File: src/rtl/rs_issue_select_if.sv
// rs_issue_select_if: station-facing and issue-facing bus of rs_issue_select
interface rs_issue_select_if #(
   parameter int STATION_IDX_WIDTH   = 2,
   parameter int REG_FILE_ADDR_WIDTH = 7,
   parameter int INSTR_WIDTH         = 32
);
   localparam int N = 2**STATION_IDX_WIDTH;
   logic                             alloc_en;
   logic [STATION_IDX_WIDTH-1:0]     alloc_idx;
   logic [N-1:0]                     entry_valid;
   logic [N-1:0]                     entry_rs1_ready;
   logic [N-1:0]                     entry_rs2_ready;
   logic [N*REG_FILE_ADDR_WIDTH-1:0] entry_rs1;
   logic [N*REG_FILE_ADDR_WIDTH-1:0] entry_rs2;
   logic [N*REG_FILE_ADDR_WIDTH-1:0] entry_rd;
   logic [N*INSTR_WIDTH-1:0]         entry_instr;
   logic                             cdb_valid;
   logic [REG_FILE_ADDR_WIDTH-1:0]   cdb_tag;
   logic                             flush;
   logic                             clear_en;
   logic [STATION_IDX_WIDTH-1:0]     clear_idx;
   logic                             issue_valid;
   logic                             issue_ready;
   logic [STATION_IDX_WIDTH-1:0]     issue_idx;
   logic [INSTR_WIDTH-1:0]           issue_instr;
   logic [REG_FILE_ADDR_WIDTH-1:0]   issue_rd;
   logic [REG_FILE_ADDR_WIDTH-1:0]   issue_rs1;
   logic [REG_FILE_ADDR_WIDTH-1:0]   issue_rs2;
   modport master (
      output alloc_en, alloc_idx, entry_valid, entry_rs1_ready, entry_rs2_ready,
             entry_rs1, entry_rs2, entry_rd, entry_instr, cdb_valid, cdb_tag, flush, issue_ready,
      input  clear_en, clear_idx, issue_valid, issue_idx, issue_instr, issue_rd, issue_rs1, issue_rs2
   );
   modport slave (
      input  alloc_en, alloc_idx, entry_valid, entry_rs1_ready, entry_rs2_ready,
             entry_rs1, entry_rs2, entry_rd, entry_instr, cdb_valid, cdb_tag, flush, issue_ready,
      output clear_en, clear_idx, issue_valid, issue_idx, issue_instr, issue_rd, issue_rs1, issue_rs2
   );
endinterface

File: src/rtl/rs_issue_select.sv
// rs_issue_select: oldest-ready pick from the reservation station into a one-deep issue register (optional RS_ISSUE_CDB_BYPASS_EN)
module rs_issue_select #(
   parameter int STATION_IDX_WIDTH   = 2,
   parameter int REG_FILE_ADDR_WIDTH = 7,
   parameter int INSTR_WIDTH         = 32
) (
   input logic              clock,
   input logic              reset,
   rs_issue_select_if.slave bus
);
   localparam int N = 2**STATION_IDX_WIDTH;
   localparam int W = REG_FILE_ADDR_WIDTH;
   logic [N-1:0]                 r_older [N];
   logic [N-1:0]                 w_rs1_rdy;
   logic [N-1:0]                 w_rs2_rdy;
   logic [N-1:0]                 w_cand;
   logic [N-1:0]                 w_sel;
   logic [STATION_IDX_WIDTH-1:0] w_sel_idx;
   logic                         w_slot_free;
   logic                         w_fire;
   logic                         r_issue_valid;
   logic [STATION_IDX_WIDTH-1:0] r_issue_idx;
   logic [INSTR_WIDTH-1:0]       r_issue_instr;
   logic [W-1:0]                 r_issue_rd;
   logic [W-1:0]                 r_issue_rs1;
   logic [W-1:0]                 r_issue_rs2;
`ifdef RS_ISSUE_CDB_BYPASS_EN
   // operand readiness including a same-cycle CDB wakeup
   always_comb begin
      w_rs1_rdy = bus.entry_rs1_ready;
      w_rs2_rdy = bus.entry_rs2_ready;
      for (int i = 0; i < N; i++) begin
         w_rs1_rdy[i] = w_rs1_rdy[i] | (bus.cdb_valid & (bus.cdb_tag == bus.entry_rs1[i*W +: W]));
         w_rs2_rdy[i] = w_rs2_rdy[i] | (bus.cdb_valid & (bus.cdb_tag == bus.entry_rs2[i*W +: W]));
      end
   end
`else
   logic w_unused_cdb;
   assign w_unused_cdb = bus.cdb_valid ^ (^bus.cdb_tag);
   assign w_rs1_rdy    = bus.entry_rs1_ready;
   assign w_rs2_rdy    = bus.entry_rs2_ready;
`endif
   assign w_cand = bus.entry_valid & w_rs1_rdy & w_rs2_rdy;
   // age matrix: a newly allocated entry becomes younger than every other entry
   always_ff @(posedge clock or negedge reset)
      if (!reset)
         for (int i = 0; i < N; i++) r_older[i] <= '0;
      else if (bus.alloc_en)
         for (int i = 0; i < N; i++)
            for (int j = 0; j < N; j++)
               if (i == int'(bus.alloc_idx)) r_older[i][j] <= 1'b0;
               else if (j == int'(bus.alloc_idx)) r_older[i][j] <= 1'b1;
   // a candidate is selected when no other candidate is older than it
   always_comb begin
      w_sel = w_cand;
      for (int i = 0; i < N; i++)
         for (int j = 0; j < N; j++)
            if (j != i && w_cand[j] && r_older[j][i]) w_sel[i] = 1'b0;
   end
   // lowest selected index wins if a corrupt matrix leaves several
   always_comb begin
      w_sel_idx = '0;
      for (int i = N-1; i >= 0; i--)
         if (w_sel[i]) w_sel_idx = STATION_IDX_WIDTH'(i);
   end
   assign w_slot_free   = !r_issue_valid | bus.issue_ready;
   assign w_fire        = reset & w_slot_free & (|w_sel) & !bus.flush;
   assign bus.clear_en  = w_fire;
   assign bus.clear_idx = w_sel_idx;
   // one-deep issue register: capture, hold, drain or flush
   always_ff @(posedge clock or negedge reset)
      if (!reset) begin
         r_issue_valid <= 1'b0;
         r_issue_idx   <= '0;
         r_issue_instr <= '0;
         r_issue_rd    <= '0;
         r_issue_rs1   <= '0;
         r_issue_rs2   <= '0;
      end else if (w_fire) begin
         r_issue_valid <= 1'b1;
         r_issue_idx   <= w_sel_idx;
         r_issue_instr <= bus.entry_instr[w_sel_idx*INSTR_WIDTH +: INSTR_WIDTH];
         r_issue_rd    <= bus.entry_rd[w_sel_idx*W +: W];
         r_issue_rs1   <= bus.entry_rs1[w_sel_idx*W +: W];
         r_issue_rs2   <= bus.entry_rs2[w_sel_idx*W +: W];
      end else if (bus.flush | w_slot_free)
         r_issue_valid <= 1'b0;
   assign bus.issue_valid = r_issue_valid;
   assign bus.issue_idx   = r_issue_idx;
   assign bus.issue_instr = r_issue_instr;
   assign bus.issue_rd    = r_issue_rd;
   assign bus.issue_rs1   = r_issue_rs1;
   assign bus.issue_rs2   = r_issue_rs2;
endmodule

File: src/flat_wrapper.sv
// flat-port wrapper written by rule: the top's interface ports become plain ports
module rs_issue_select_flat 
#(
   parameter int STATION_IDX_WIDTH   = 2,
   parameter int REG_FILE_ADDR_WIDTH = 7,
   parameter int INSTR_WIDTH         = 32
)
  (clock, reset, bus_alloc_en, bus_alloc_idx, bus_entry_valid, bus_entry_rs1_ready, bus_entry_rs2_ready, bus_entry_rs1, bus_entry_rs2, bus_entry_rd, bus_entry_instr, bus_cdb_valid, bus_cdb_tag, bus_flush, bus_issue_ready, bus_clear_en, bus_clear_idx, bus_issue_valid, bus_issue_idx, bus_issue_instr, bus_issue_rd, bus_issue_rs1, bus_issue_rs2);
  rs_issue_select_if #(.STATION_IDX_WIDTH(STATION_IDX_WIDTH), .REG_FILE_ADDR_WIDTH(REG_FILE_ADDR_WIDTH), .INSTR_WIDTH(INSTR_WIDTH)) bus_i ();
  input logic clock;
  input logic reset;
  input wire logic [$bits(bus_i.alloc_en)-1:0] bus_alloc_en;
  input wire logic [$bits(bus_i.alloc_idx)-1:0] bus_alloc_idx;
  input wire logic [$bits(bus_i.entry_valid)-1:0] bus_entry_valid;
  input wire logic [$bits(bus_i.entry_rs1_ready)-1:0] bus_entry_rs1_ready;
  input wire logic [$bits(bus_i.entry_rs2_ready)-1:0] bus_entry_rs2_ready;
  input wire logic [$bits(bus_i.entry_rs1)-1:0] bus_entry_rs1;
  input wire logic [$bits(bus_i.entry_rs2)-1:0] bus_entry_rs2;
  input wire logic [$bits(bus_i.entry_rd)-1:0] bus_entry_rd;
  input wire logic [$bits(bus_i.entry_instr)-1:0] bus_entry_instr;
  input wire logic [$bits(bus_i.cdb_valid)-1:0] bus_cdb_valid;
  input wire logic [$bits(bus_i.cdb_tag)-1:0] bus_cdb_tag;
  input wire logic [$bits(bus_i.flush)-1:0] bus_flush;
  input wire logic [$bits(bus_i.issue_ready)-1:0] bus_issue_ready;
  output wire logic [$bits(bus_i.clear_en)-1:0] bus_clear_en;
  output wire logic [$bits(bus_i.clear_idx)-1:0] bus_clear_idx;
  output wire logic [$bits(bus_i.issue_valid)-1:0] bus_issue_valid;
  output wire logic [$bits(bus_i.issue_idx)-1:0] bus_issue_idx;
  output wire logic [$bits(bus_i.issue_instr)-1:0] bus_issue_instr;
  output wire logic [$bits(bus_i.issue_rd)-1:0] bus_issue_rd;
  output wire logic [$bits(bus_i.issue_rs1)-1:0] bus_issue_rs1;
  output wire logic [$bits(bus_i.issue_rs2)-1:0] bus_issue_rs2;
  assign bus_i.alloc_en = bus_alloc_en;
  assign bus_i.alloc_idx = bus_alloc_idx;
  assign bus_i.entry_valid = bus_entry_valid;
  assign bus_i.entry_rs1_ready = bus_entry_rs1_ready;
  assign bus_i.entry_rs2_ready = bus_entry_rs2_ready;
  assign bus_i.entry_rs1 = bus_entry_rs1;
  assign bus_i.entry_rs2 = bus_entry_rs2;
  assign bus_i.entry_rd = bus_entry_rd;
  assign bus_i.entry_instr = bus_entry_instr;
  assign bus_i.cdb_valid = bus_cdb_valid;
  assign bus_i.cdb_tag = bus_cdb_tag;
  assign bus_i.flush = bus_flush;
  assign bus_i.issue_ready = bus_issue_ready;
  assign bus_clear_en = bus_i.clear_en;
  assign bus_clear_idx = bus_i.clear_idx;
  assign bus_issue_valid = bus_i.issue_valid;
  assign bus_issue_idx = bus_i.issue_idx;
  assign bus_issue_instr = bus_i.issue_instr;
  assign bus_issue_rd = bus_i.issue_rd;
  assign bus_issue_rs1 = bus_i.issue_rs1;
  assign bus_issue_rs2 = bus_i.issue_rs2;
  rs_issue_select #(.STATION_IDX_WIDTH(STATION_IDX_WIDTH), .REG_FILE_ADDR_WIDTH(REG_FILE_ADDR_WIDTH), .INSTR_WIDTH(INSTR_WIDTH)) u_core (.clock(clock), .reset(reset), .bus(bus_i));
endmodule
File: config.mk
export PLATFORM = sky130hd
export DESIGN_NAME = rs_issue_select_flat
export DESIGN_NICKNAME = d
export VERILOG_FILES = /design/src/rtl/rs_issue_select_if.sv /design/src/rtl/rs_issue_select.sv /design/src/flat_wrapper.sv
export SDC_FILE = /design/constraint.sdc
export NUM_CORES = 1
export LEC_CHECK = 0
export CORE_MARGIN = 1
export CORE_UTILIZATION = 35
export CTS_CLUSTER_DIAMETER = 150
export DETAILED_ROUTE_END_ITERATION = 8
export GPL_ROUTABILITY_DRIVEN = 0
export PLACE_DENSITY = 0.83
export SYNTH_ARGS = -nofsm -noshare
export SYNTH_HDL_FRONTEND = slang
export SYNTH_SLANG_ARGS = --single-unit
File: constraint.sdc
create_clock -name clock -period 6.4 [get_ports clock]
set_input_delay 1.92 -clock clock [delete_from_list [all_inputs] [get_ports clock]]
set_output_delay 1.92 -clock clock [all_outputs]
set_load 0.01 [all_outputs]
==> impl_metrics.tcl <==
set metrics [dict create \
    setup_viol 0 \
    ys.flop_type "dfrtp_1" \
    vias 5680 \
    fin_crit_sh 0.9124 \
    finalCriticalPeriod_ns 5.839 \
    cts_buffers 9 \
    grt_max_degree 69 \
    n_fill_cell 1058 \
    synth_fp_nets 807 \
    dr.pass1.iters 5 \
    p_leak_nw 2.686 \
    synth-edff-count 0 \
    grt_overflow_total 0 \
    rsz0062_at_grt "false" \
    synth_seq_cells 68 \
    tritoncts "built" \
    post_cts_resized 0 \
    timing.final.ws_setup_ns 0.5609 \
    ios 298 \
    outcome "finished clean" \
    crit_path_start "bus_entry_rs1_ready[0]" \
    clkLatencyLatePin_ns 0.32 \
    maxCapViolCount 0 \
    drive_above_1_share 0.04380 \
    cp-start-kind "primary input" \
    syn-instance-count 564 \
    yosysTopAreaCell "dfrtp_1" \
    yosysMostFrequentCell "nand2_1" \
    holdBufCountCts 0 \
    final_hold_viol_count 0 \
    end_kind "output pin" \
    maxSlewHeadroom 0.3991 \
    synth_warnings 0 \
    routedWlPerCell_um 18.85 \
    post_cts_buffers 0 \
    avgViaCountPerCell 5.732 \
    min_path_type "reg2reg" \
    synth_common_cells "nand2_1, dfrtp_1, nand3_1, o21ai_0, a31oi_1" \
    die_w_um 114.7 \
    rows 40 \
    required_ns 4.48 \
    p_per_area_nw_per_um2 233.3 \
    ys_seq_area_frac 0.3827 \
    routed_wl_mm 18.68 \
    hp-start "u_core.r_older[0]" \
    p_total_w 0.001777 \
    antenna_left 0 \
    irDropWorstVdd_mv 0.1543 \
    yosys.cell_types.count 28 \
    grt_util_met2 0.5156 \
    coreArea_um2 12210 \
    antenna_found_initial 1 \
    syn_area_um2 4447 \
    dpl_worst_slack_ns 0.5830 \
    reg2reg_from "u_core.r_older[0]" \
    grt_use_met1 0.2944 \
    synth-async-reset-ratio 1.000 \
    drc 0 \
    grt_pass1_wl_mm 28.40 \
    slew_violations 0 \
    grtUsageTotal 0.2804 \
    arrival_ns 3.92 \
    syn_area_per_cell_um2 7.884 \
    grt_pass1_vias 5729 \
    place_hpwl_mm 13.07 \
    tightest_slew_ns 0.9013 \
    die_h_um 114.7 \
    initialDrtViolationCount 444 \
    grt_busiest_layer "met2" \
    grt.met3_usage 0.06247 \
    finish.net_count 1061 \
    worst-setup-path-type "in2out" \
    dieArea_um2 13160 \
    clockBufferDepth 2 \
    clk_pin_slew_ns 0.05 \
    finClkSkew_ns 0.006306 \
    synth.area.top_cells "dfrtp_1, nand2_1, o32a_1" \
    numClockSinks 68 \
    io_buffers 289 \
    initial_core_util 0.3641 \
    path_max_fanout 10 \
    cts-root-buf "clkbuf_16" \
    cts.htree.levels 3 \
    fmax_mhz 171.3 \
    syn_to_final_growth_pct 71.30 \
    synth_top_area_share 0.3827 \
    setup-tns-final_ns 0 \
]
## path summary, 6_finish.rpt
path	to	slack (ns)	cells after the start
max	bus_clear_idx[1]	0.56	6
min	u_core.r_older[0]	0.49	2
max reg2reg	u_core.bus.issue_rs1[2]	3.41	7
min reg2reg	u_core.r_older[0]	0.49	2
max in group asynchronous	u_core.bus.issue_rs1[5]	3.97	2
min in group asynchronous	u_core.r_older[1]	1.83	2
## cell families after synthesis
logic type,after synthesis,synth area share
AOI/OAI and AO/OA,187,0.2935
buffers and inverters,63,0.07035
adders and majority gates,4,0.01126
DFF,68,0.3827
muxes,1,0.002532
and+or+nand+nor,241,0.2397
## critical path, cell delays in order
cell,delay (ns)
clkdlybuf4s50_1,0.55
nand3_1,0.15
a2111oi_4,0.47
buf_4,0.24
nor3_1,0.08
clkdlybuf4s50_1,0.51
## state kept, by name, indices dropped and copies added, names as in the netlist
| register | count |
|---|---|
| u_core.bus.issue_idx | 2 |
| u_core.bus.issue_instr | 32 |
| u_core.bus.issue_rd | 7 |
| u_core.bus.issue_rs1 | 7 |
| u_core.bus.issue_rs2 | 7 |
| u_core.bus.issue_valid | 1 |
| u_core.r_older | 12 |
## area by class of cell
class / instances / area (µm²) / share of cell area
multi-input cells: 433 / 2445 / 0.3210
clock inverters: 3 / 15.01 / 0.001971
repair buffers: 303 / 2995 / 0.3932
clock buffers: 12 / 236.5 / 0.03104
well taps: 168 / 210.2 / 0.02760
inverters: 3 / 11.26 / 0.001478
diodes: 1 / 2.502 / 0.0003285
flip-flops and latches: 68 / 1702 / 0.2234
## through the flow
| stage | hold WS, ns | instances | instance area [µm²] | util |
|---|---|---|---|---|
| floorplan | 0.4429 | 564 | 4447 | - |
| global placement | 0.4640 | 975 | 7363 | 0.6030 |
| detailed placement | 0.4689 | 975 | 7363 | 0.6030 |
| CTS | 0.4824 | 990 | 7615 | 0.6236 |
| global route | 0.5087 | 991 | 7617 | 0.6238 |
| finish | 0.4900 | 991 | 7617 | 0.6238 |
## layout by cell type (no fill, tap or decap), types with 10 or more instances in the layout
cell | Yosys | final
a21oi_1 | 20 | 20
a31oi_1 | 55 | 55
clkdlybuf4s50_1 | 0 | 288
dfrtp_1 | 68 | 68
nand2_1 | 161 | 161
o21ai_0 | 56 | 56
o32a_1 | 53 | 53
buf_4 | 1 | 15
nand3_1 | 56 | 56
nand4_1 | 10 | 10
## per-layer routing
metal	routed length (µm)	vias to the layer above
met2	9305	332
met1	6831	2697
li1	-	2592
met5	0	-
met4	777	0
met3	1768	59
## power by group
part	leakage [nW]	total (W)	internal, W	switching (W)
combinational	1.76	0.000716	0.000430	0.000286
clock	0.126	0.000432	0.000258	0.000174
sequential	0.803	0.000630	0.000557	0.0000732
total	2.69	0.00178	0.00124	0.000533
No activity file was read; power rests on OpenSTA's default activity.
